`src/rtl/uart_in_responder.sv`:
```
// Simulation-side UART input responder: buffers bench-supplied characters in a
// FIFO and answers the SoC's input poll with the next one, or 0xff when none.
module uart_in_responder #(
  parameter int unsigned DEPTH = 16,
  parameter int unsigned GAP   = 0
) (
  input  logic                   clock,
  input  logic                   reset,
  input  logic                   push_valid,
  output logic                   push_ready,
  input  logic [7:0]             push_ch,
  input  logic                   uart_in_valid,
  output logic [7:0]             uart_in_ch,
  output logic [$clog2(DEPTH):0] level,
  output logic [31:0]            delivered_cnt,
  output logic [31:0]            idle_poll_cnt
);

  localparam int unsigned AW = $clog2(DEPTH);
  localparam int unsigned LW = AW + 1;
  localparam int unsigned GW = 8;

  logic [7:0]    mem_q [DEPTH];
  logic [AW-1:0] wr_ptr_q, wr_ptr_d;
  logic [AW-1:0] rd_ptr_q, rd_ptr_d;
  logic [LW-1:0] level_q, level_d;
  logic [GW-1:0] gap_cnt_q, gap_cnt_d;
  logic [31:0]   delivered_q, delivered_d;
  logic [31:0]   idle_poll_q, idle_poll_d;

  logic full, empty, avail;
  logic push_fire, pop_fire, idle_fire;

  always_comb begin
    full      = (level_q == LW'(DEPTH));
    empty     = (level_q == LW'(0));
    avail     = !empty && (gap_cnt_q == GW'(0));
    push_fire = push_valid && !full;
    pop_fire  = uart_in_valid && avail;
    idle_fire = uart_in_valid && !avail;
  end

  // Next-state for pointers, occupancy, pacing gap and statistics.
  always_comb begin
    wr_ptr_d    = wr_ptr_q;
    rd_ptr_d    = rd_ptr_q;
    level_d     = level_q;
    gap_cnt_d   = gap_cnt_q;
    delivered_d = delivered_q;
    idle_poll_d = idle_poll_q;

    if (push_fire) begin
      wr_ptr_d = wr_ptr_q + AW'(1);
    end

    if (pop_fire) begin
      rd_ptr_d    = rd_ptr_q + AW'(1);
      delivered_d = delivered_q + 32'd1;
      gap_cnt_d   = GW'(GAP);
    end else if (gap_cnt_q != GW'(0)) begin
      gap_cnt_d = gap_cnt_q - GW'(1);
    end

    if (idle_fire) begin
      idle_poll_d = idle_poll_q + 32'd1;
    end

    case ({push_fire, pop_fire})
      2'b10:   level_d = level_q + LW'(1);
      2'b01:   level_d = level_q - LW'(1);
      default: level_d = level_q;
    endcase
  end

  always_ff @(posedge clock) begin
    if (reset) begin
      wr_ptr_q    <= '0;
      rd_ptr_q    <= '0;
      level_q     <= '0;
      gap_cnt_q   <= '0;
      delivered_q <= '0;
      idle_poll_q <= '0;
    end else begin
      wr_ptr_q    <= wr_ptr_d;
      rd_ptr_q    <= rd_ptr_d;
      level_q     <= level_d;
      gap_cnt_q   <= gap_cnt_d;
      delivered_q <= delivered_d;
      idle_poll_q <= idle_poll_d;
    end
  end

  // Storage is not reset; occupancy alone decides what is valid.
  always_ff @(posedge clock) begin
    if (!reset && push_fire) begin
      mem_q[wr_ptr_q] <= push_ch;
    end
  end

  // Response depends only on registered state so the poller samples it in
  // the same cycle it raises valid.
  always_comb begin
    push_ready    = !full;
    uart_in_ch    = avail ? mem_q[rd_ptr_q] : 8'hff;
    level         = level_q;
    delivered_cnt = delivered_q;
    idle_poll_cnt = idle_poll_q;
  end

endmodule

```
`config.mk`:
```
export PLATFORM = sky130hd
export DESIGN_NAME = uart_in_responder
export DESIGN_NICKNAME = d
export VERILOG_FILES = /design/src/rtl/uart_in_responder.sv
export SDC_FILE = /design/constraint.sdc
export NUM_CORES = 1
export LEC_CHECK = 0
export CORE_ASPECT_RATIO = 0.6
export CORE_MARGIN = 2
export CORE_UTILIZATION = 57
export CTS_CLUSTER_SIZE = 24
export DETAILED_ROUTE_END_ITERATION = 7
export PLACE_DENSITY = 0.77
export SYNTH_ARGS = -nofsm -noshare
export SYNTH_HDL_FRONTEND = slang
export SYNTH_SLANG_ARGS = --single-unit
```
`constraint.sdc`:
```
create_clock -name clock -period 3.4 [get_ports clock]
set_clock_uncertainty 0.1 [all_clocks]
set_input_delay 0.34 -clock clock [delete_from_list [all_inputs] [get_ports clock]]
set_output_delay 0.34 -clock clock [all_outputs]
set_load 0.1 [all_outputs]
```
==> impl_metrics.tcl, run 1 <==
set metrics [dict create \
    status "finished, final reports clean" \
    h-tree-depth 1 \
    rows 35 \
    synth_cells 747 \
    die_area_um2 17200 \
    leakagePower_nw 3.58 \
    synth_seq_area_share_pct 61.2 \
    antenna_found_initial 1 \
    numPortBuffers 89 \
    die_width_um 168 \
    grt_max_degree 83 \
    endpoint_kind "flip-flop" \
    cpMostUsedCell "ha_1" \
    fillers 1048 \
    hpwl_mm 13.9 \
    critical_path.max_stage_delay_ps 540 \
    comb_power_share_pct 18.9 \
    nets 863 \
    yosys_warnings 0 \
    start_util_pct 59.2 \
    grt_usage_pct 23.9 \
    p_sw_share_pct 29.0 \
    yosys-top-cells-area "edfxtp_1 42%, dfxtp_1 19%, xnor2_1 4.0%, mux4_2 3.9%, nor2_1 3.8%" \
    die_h_um 102 \
    num_vias 6261 \
    syn_to_final_growth_pct 20.4 \
    grt_use_met1_pct 34.3 \
    clock_path_buffers 3 \
    syn_nets 773 \
    pwr-share-seq_pct 45.9 \
    power-per-cell-area_nw_per_um2 582 \
    finalCriticalPeriod_ps 3160 \
    grt_pass1_wl_mm 32.0 \
    drive_gt1_share_pct 11.7 \
    drv_cap 0 \
    cts_tree "yes" \
    drtIter0Drc 508 \
    hold_violations 0 \
    synth_async_sr_flop_share_pct 0 \
    clock-sinks 217 \
    power_frac_clock_pct 35.2 \
    synthesis.area_um2 9200 \
    post_cts_buffers 0 \
    max_freq_mhz 317 \
    grt_busiest_layer "met2" \
    critical_path.slowest_cell "or4_1" \
    avgSynthCellArea_um2 12.3 \
    cp-start-kind "flip-flop" \
    grt_pass1_vias 6124 \
    synth_commonest_cells "128 x edfxtp_1, 93 x nor2_1, 89 x dfxtp_1, 42 x xnor2_1, 33 x nand2_1" \
    ys_ff_latch 217 \
    dr.pass1.iters 5 \
    numCtsBuffers 21 \
    net-switching-power_mw 1.87 \
    wl_per_cell_um 19.4 \
    rsz0062_at_grt "false" \
    drtAntennaViolNets 0 \
    clk_latency_ps 510 \
    post-route-drc-count 0 \
    ys.flop_type "edfxtp_1" \
    placed_area_um2 10400 \
    grt_use_met3_pct 5.15 \
    via_per_inst 5.93 \
    synth-edff-count 128 \
    gr-usage-met2_pct 37.4 \
    critPathArrivalTime_ps 3450 \
    max-vdd-ir-drop_uv 492 \
    hold_class "reg2reg" \
    final_cell_area_um2 11100 \
    power.internal_mw 4.58 \
    gr-total-overflow 0 \
    yosysTopAreaCellShare_pct 41.8 \
    path_cells "or4_1 -> o2111a_1 -> ha_1 -> ha_1 -> nor2b_1 -> o21ai_0 -> a21oi_1 -> or3b_2 -> mux2_2" \
    critical_path_class "reg2reg" \
    slew_headroom_pct 30.2 \
    finalSetupViolCount 0 \
    period_share_pct 92.8 \
    tightest_slew_ps 1040 \
    gp_congestion 0.827 \
    maxSlewViolCount 0 \
    ys_types 47 \
    clkTransAtPathRegs_ps 60 \
    root_buffer "clkbuf_16" \
    yosysMostFrequentCell "edfxtp_1" \
    synth_largest_area_cell "edfxtp_1" \
    routed_wl_mm 20.5 \
    core_area_um2 15500 \
    io-pin-count 90 \
    crit_fanout 6 \
    hold_ws_ps 413 \
    p_total_mw 6.45 \
    critPathRequiredTime_ps 3690 \
]
[state kept, by name, summed over array words and instances, names as in the netlist, named ones only]
signal	count
delivered_cnt	32
gap_cnt_q	8
idle_poll_cnt	32
level	5
mem_q	128
rd_ptr_q	4
wr_ptr_q	4
[cells in the final DEF (no fill, tap or decap), types with 13 or more instances in the layout]
| cell | netlist | final |
|---|---|---|
| a21oi_1 | 27 | 27 |
| inv_1 | 15 | 15 |
| mux2i_1 | 27 | 27 |
| dfxtp_1 | 89 | 83 |
| nor4_1 | 18 | 18 |
| nand4_1 | 19 | 19 |
| nand2_1 | 33 | 33 |
| mux4_2 | 16 | 16 |
| clkdlybuf4s50_1 | 0 | 78 |
| ha_1 | 13 | 13 |
| mux2_2 | 17 | 17 |
| buf_4 | 0 | 16 |
| nor3_1 | 18 | 18 |
| xor2_1 | 22 | 22 |
| nand3_1 | 26 | 26 |
| nor2_1 | 93 | 93 |
| xnor2_1 | 42 | 42 |
| or3_1 | 13 | 13 |
| clkbuf_16 | 0 | 21 |
| edfxtp_1 | 128 | 128 |
[power groups by stage]
| stage | combinational [mW] | sequential, mW | clock (mW) |
|---|---|---|---|
| after floorplan | 0.711 | 3.12 | 0 |
| after global placement | 1.15 | 3.00 | 0 |
| after detailed placement | 1.21 | 3.01 | 0 |
| after CTS | 1.21 | 2.96 | 2.30 |
| after global routing | 1.30 | 2.97 | 2.41 |
| final | 1.22 | 2.96 | 2.27 |
[per-layer routing]
metal,vias to the layer above,wire length (um),share of wire [%]
li1,2939,-,-
met1,3093,9370,46
met2,196,9270,45
met3,33,1500,7.3
met4,0,347,1.7
met5,-,0,0
[worst max-delay path, delay by kind of cell (launching register included)]
family	cells	cell delay, ps
AND/OR/NAND/NOR	3	1150
AO/OA/AOI/OAI	3	600
adder cells (fa/ha/maj)	2	560
flip-flops	1	350
multiplexers	1	280
[cells by family after synthesis]
group | share of synthesized area (%)
AND/OR/NAND/NOR | 14.7
flip-flops | 61.2
multiplexers | 8.94
buffers and inverters | 2.14
AO/OA/AOI/OAI | 4.99
adder cells (fa/ha/maj) | 1.99
XOR/XNOR | 6.09
[area by class of cell]
class | instances | area [um^2] | area share, %
sequential | 217 | 5630 | 50.9
multi-input combinational | 478 | 3380 | 30.5
timing repair buffer | 104 | 1090 | 9.81
clock buffer | 24 | 537 | 4.85
tap | 203 | 254 | 2.29
clock inverter | 14 | 124 | 1.12
inverter | 15 | 56.3 | 0.509
antenna | 1 | 2.50 | 0.0226
[path summary, 6_finish.rpt]
check | from | end | slack (ps) | cells after the start
setup / recovery | level[0] | level[4] | 240 | 9
setup reg to reg | level[0] | level[4] | 240 | 9
hold reg to reg | idle_poll_cnt[13] | idle_poll_cnt[13] | 410 | 2
hold / removal | idle_poll_cnt[13] | idle_poll_cnt[13] | 410 | 2
[through the flow]
step                      util, %  setup TNS (ps)  worst slack (ps)  instances
after floorplan                 -            -501             -65.1        747
after global routing         71.2               0              34.1       1056
after CTS                    71.2               0               204       1055
after global placement       66.9               0               204       1017
final                        71.2               0               244       1056
after detailed placement     66.9               0              79.3       1017
[timing repair]
| action | 4_1_cts | 5_1_grt |
|---|---|---|
| hold buffers | 0 | 0 |
| endpoints found under the setup margin | 0 | 1 |
| gates resized for setup | 0 | 1 |
| hold endpoints to repair | 0 | 0 |
Note: power is estimated with default switching activity, not from simulation.
==> inputs of run 2 (changes only) <==
- PLACE_DENSITY: 0.77 -> 0.76
==> impl_metrics.tcl, run 2 (synthesized netlist as in run 1, its figures left out) <==
set metrics [dict create \
    status "finished, final reports clean" \
    drive_gt1_share_pct 11.9 \
    syn_to_final_growth_pct 19.8 \
    p_total_mw 6.32 \
    start_util_pct 59.2 \
    clkTransAtPathRegs_ps 60 \
    core_area_um2 15500 \
    layout.area.seq_um2 5630 \
    hold_class "reg2reg" \
    nets 862 \
    layout_commonest_cell "edfxtp_1" \
    slew_headroom_pct 27.1 \
    grt_max_degree 83 \
    layout.cells.most_common_list "128 x edfxtp_1, 93 x nor2_1, 83 x dfxtp_1" \
    rows 35 \
    hold_violations 0 \
    cp-start-kind "flip-flop" \
    holdPathStages 2 \
    tightest_slew_ps 1090 \
    cts-resized-gates 0 \
    pre_cts_ws_ps 130 \
    cts_tree "yes" \
    finalSetupViolCount 0 \
    root_buffer "clkbuf_16" \
    post_cts_buffers 0 \
    placed_area_um2 10400 \
    h-tree-depth 1 \
    fillers 1072 \
    max_freq_mhz 318 \
    die_h_um 102 \
    routed_wl_mm 20.2 \
    worstRegToRegCells 12 \
    drv_cap 0 \
    hp-start "idle_poll_cnt[13]" \
    largest_register_ff_count 128 \
    drtIter0Drc 500 \
    multi_input_area_um2 3380 \
    setup.worst_path.start "gap_cnt_q[0]" \
    clock-sinks 217 \
    crit_fanout 4 \
    antenna_found_initial 1 \
    grt_pass1_wl_mm 31.7 \
    r2r-start "gap_cnt_q[0]" \
    hpwl_mm 13.7 \
    critical_path_class "reg2reg" \
    rsz0062_at_grt "false" \
    dr.pass1.iters 5 \
    hold_ws_ps 410 \
    critPathRequiredTime_ps 3680 \
    drtAntennaViolNets 0 \
    via_per_inst 5.92 \
    finalCriticalPeriod_ps 3140 \
    max-vdd-ir-drop_uv 418 \
    num_vias 6243 \
    clock_path_buffers 3 \
    leakagePower_nw 3.57 \
    period_share_pct 92.4 \
    regMostFlops "mem_q" \
    wl_per_cell_um 19.2 \
    final_cell_area_um2 11000 \
    numCtsBuffers 21 \
    gp_congestion 0.816 \
    fin_ws_ps 259 \
    die_width_um 168 \
    grt_usage_pct 23.8 \
    endpoint_kind "flip-flop" \
    numPortBuffers 89 \
    gr-total-overflow 0 \
    die_area_um2 17200 \
    io-pin-count 90 \
    power-per-cell-area_nw_per_um2 574 \
    clk_latency_ps 490 \
    grt_pass1_vias 6020 \
    critPathArrivalTime_ps 3420 \
    postCtsHoldBufs 0 \
    post-route-drc-count 0 \
    maxSlewViolCount 0 \
]
## run 2: layout make-up
type	count	area share [%]
sequential	217	51.1
multi-input combinational	478	30.7
antenna	1	0.0227
inverter	15	0.511
clock buffer	27	5.26
clock inverter	10	0.431
timing repair buffer	103	9.70
tap	203	2.30
## run 2: metrics by stage
step	setup TNS [ps]	cells	utilization [%]
finish	0	1054	70.9
global route	0	1054	70.9
CTS	0	1053	70.8
detailed placement	0	1016	66.8
global placement	0	1016	66.8
floorplan	-501	747	-
## run 2: metal layers
metal	vias up	wire length (um)	GRT usage, %
met4	0	328	5.69
met1	3079	9540	34.1
met2	203	8960	37.4
li1	2930	-	-
met3	31	1370	5.50
met5	-	0	0
## run 2: power breakdown
part | total [mW] | internal (mW) | switching, mW
Sequential | 2.96 | 2.86 | 0.0978
Clock | 2.14 | 1.20 | 0.943
Combinational | 1.22 | 0.425 | 0.793
## run 2: final timing paths
kind                            end  slack [ps]
hold / removal    idle_poll_cnt[13]         410
setup / recovery           level[4]         260
setup reg to reg           level[4]         260
hold reg to reg   idle_poll_cnt[13]         410
## run 2: worst max-delay path: stages (launching register included)
cell and delay (ps):
dfxtp_1 350, inv_1 100, ha_1 200, nor2b_2 250
o2111a_1 210, ha_1 220, inv_1 110, fa_1 390
nor2b_1 160, o21ai_0 120, nand3_1 100, or3b_2 440
mux2_2 270
==> inputs of run 3 (changes only) <==
- CORE_UTILIZATION: 57 -> 25
- PLACE_DENSITY: 0.76 -> 0.37
==> impl_metrics.tcl, run 3 (synthesized netlist as in run 1, its figures left out) <==
set metrics [dict create \
    status "finished, final reports clean" \
    largest_register_ff_count 128 \
    numPortBuffers 89 \
    critPathRequiredTime_ps 2960 \
    max-vdd-ir-drop_uv 313 \
    power-per-cell-area_nw_per_um2 572 \
    crit_buf_inv 3 \
    drtAntennaViolNets 0 \
    n_antenna_cell 0 \
    drtIter0Drc 312 \
    stdcell_count 1356 \
    start_util_pct 25.4 \
    io-pin-count 90 \
    cp-start-kind "flip-flop" \
    hpwl_mm 17.8 \
    critical_path_class "reg2out" \
    final.setup.tns_ps 0 \
    layout_commonest_cell "edfxtp_1" \
    cts-resized-gates 0 \
    via_per_inst 4.65 \
    clk_latency_ps 530 \
    nets 890 \
    routed_wl_mm 24.8 \
    syn_to_final_growth_pct 26.5 \
    critical_path.max_stage_delay_ps 580 \
    grt_pass1_wl_mm 38.6 \
    die_h_um 153 \
    gr-total-overflow 0 \
    wl_per_cell_um 18.3 \
    dp.cells 1314 \
    clock_path_buffers 3 \
    critPathArrivalTime_ps 2830 \
    placed_area_um2 10900 \
    die_area_um2 38400 \
    tightest_slew_ps 1050 \
    antenna_found_initial 0 \
    num_vias 6308 \
    cpMostUsedCell "buf_4" \
    post_cts_buffers 0 \
    cp_top_family "buffers and inverters" \
    rows 54 \
    hold_class "in2reg" \
    clkTransAtPathRegs_ps 60 \
    grt_usage_pct 12.9 \
    gp_congestion 0.751 \
    grt_max_degree 40 \
    dr.pass1.iters 5 \
    finalCriticalPeriod_ps 3270 \
    rsz0062_at_grt "false" \
    period_share_pct 96.1 \
    critical_path.slowest_cell "or4_1" \
    leakagePower_nw 3.75 \
    postCtsHoldBufs 0 \
    layout.cells.most_common_list "128 x edfxtp_1, 93 x nor2_1, 83 x dfxtp_1" \
    p_total_mw 6.65 \
    final_cell_area_um2 11600 \
    finalSetupViolCount 0 \
    cts_tree "yes" \
    crit_fanout 8 \
    slew_headroom_pct 29.8 \
    postLayoutCoreUtil_pct 32.1 \
    post-route-drc-count 0 \
    hold_violations 0 \
    max_freq_mhz 306 \
    drv_cap 0 \
    endpoint_kind "primary output" \
    h-tree-depth 1 \
    root_buffer "clkbuf_16" \
    die_width_um 252 \
    clock-sinks 217 \
    grt_pass1_vias 6444 \
    regMostFlops "mem_q" \
    maxSlewViolCount 0 \
    numCtsBuffers 24 \
    path_cells "or4_1 -> buf_4 -> o211ai_1 -> buf_4 -> a21oi_1 -> o21ai_1 -> buf_12" \
    core_area_um2 36300 \
    drive_gt1_share_pct 14.9 \
]
run 3: path summary, 6_finish.rpt:
| path | startpoint | end | slack, ps | cells past startpoint |
|---|---|---|---|---|
| worst max-delay path | level[0] | uart_in_ch[1] | 130 | 7 |
| worst min-delay path | reset | wr_ptr_q[1] | 30 | 2 |
| worst max register to register | level[0] | level[4] | 220 | 9 |
| worst min register to register | idle_poll_cnt[31] | idle_poll_cnt[31] | 410 | 2 |
run 3: area by class of cell:
class	instances	area (um^2)
Fill cell	3576	24600
Sequential cell	217	5630
Multi-Input combinational cell	478	3380
Timing Repair Buffer	128	1250
Clock buffer	27	633
Tap cell	476	596
Clock inverter	15	97.6
Inverter	15	56.3
run 3: stage by stage:
| stage | setup WS [ps] | hold slack [ps] |
|---|---|---|
| 6_report | 133 | 32.0 |
| 5_1_grt | 12.6 | 35.5 |
| 4_1_cts | 44.0 | 10.8 |
| 3_5_place_dp | -64.7 | 397 |
| 3_3_place_gp | 7.72 | 372 |
| 2_1_floorplan | -65.1 | 339 |
run 3: per-layer routing:
| layer | vias up | share of wire, % | wire [um] | global-route usage, % |
|---|---|---|---|---|
| met5 | - | 0 | 0 | 0 |
| met3 | 28 | 4.5 | 1110 | 2.77 |
| met4 | 0 | 1.7 | 412 | 2.72 |
| li1 | 2990 | - | - | - |
| met1 | 3178 | 52 | 12800 | 19.7 |
| met2 | 112 | 42 | 10400 | 18.6 |
run 3: where the power goes:
group | switching [mW] | leakage, nW | internal, mW
clock | 1.05 | 0.356 | 1.40
combinational | 0.796 | 1.52 | 0.440
sequential | 0.0947 | 1.88 | 2.87
total | 1.95 | 3.75 | 4.71
run 3: worst reg2reg max path, stage by stage, from the launching register on:
cell and delay (ps):
dfxtp_2 350, or4_1 580, o2111a_1 260, ha_1 210
ha_1 310, nor2b_1 160, o21ai_0 240, a21oi_1 120
or3b_2 460, mux2_2 280
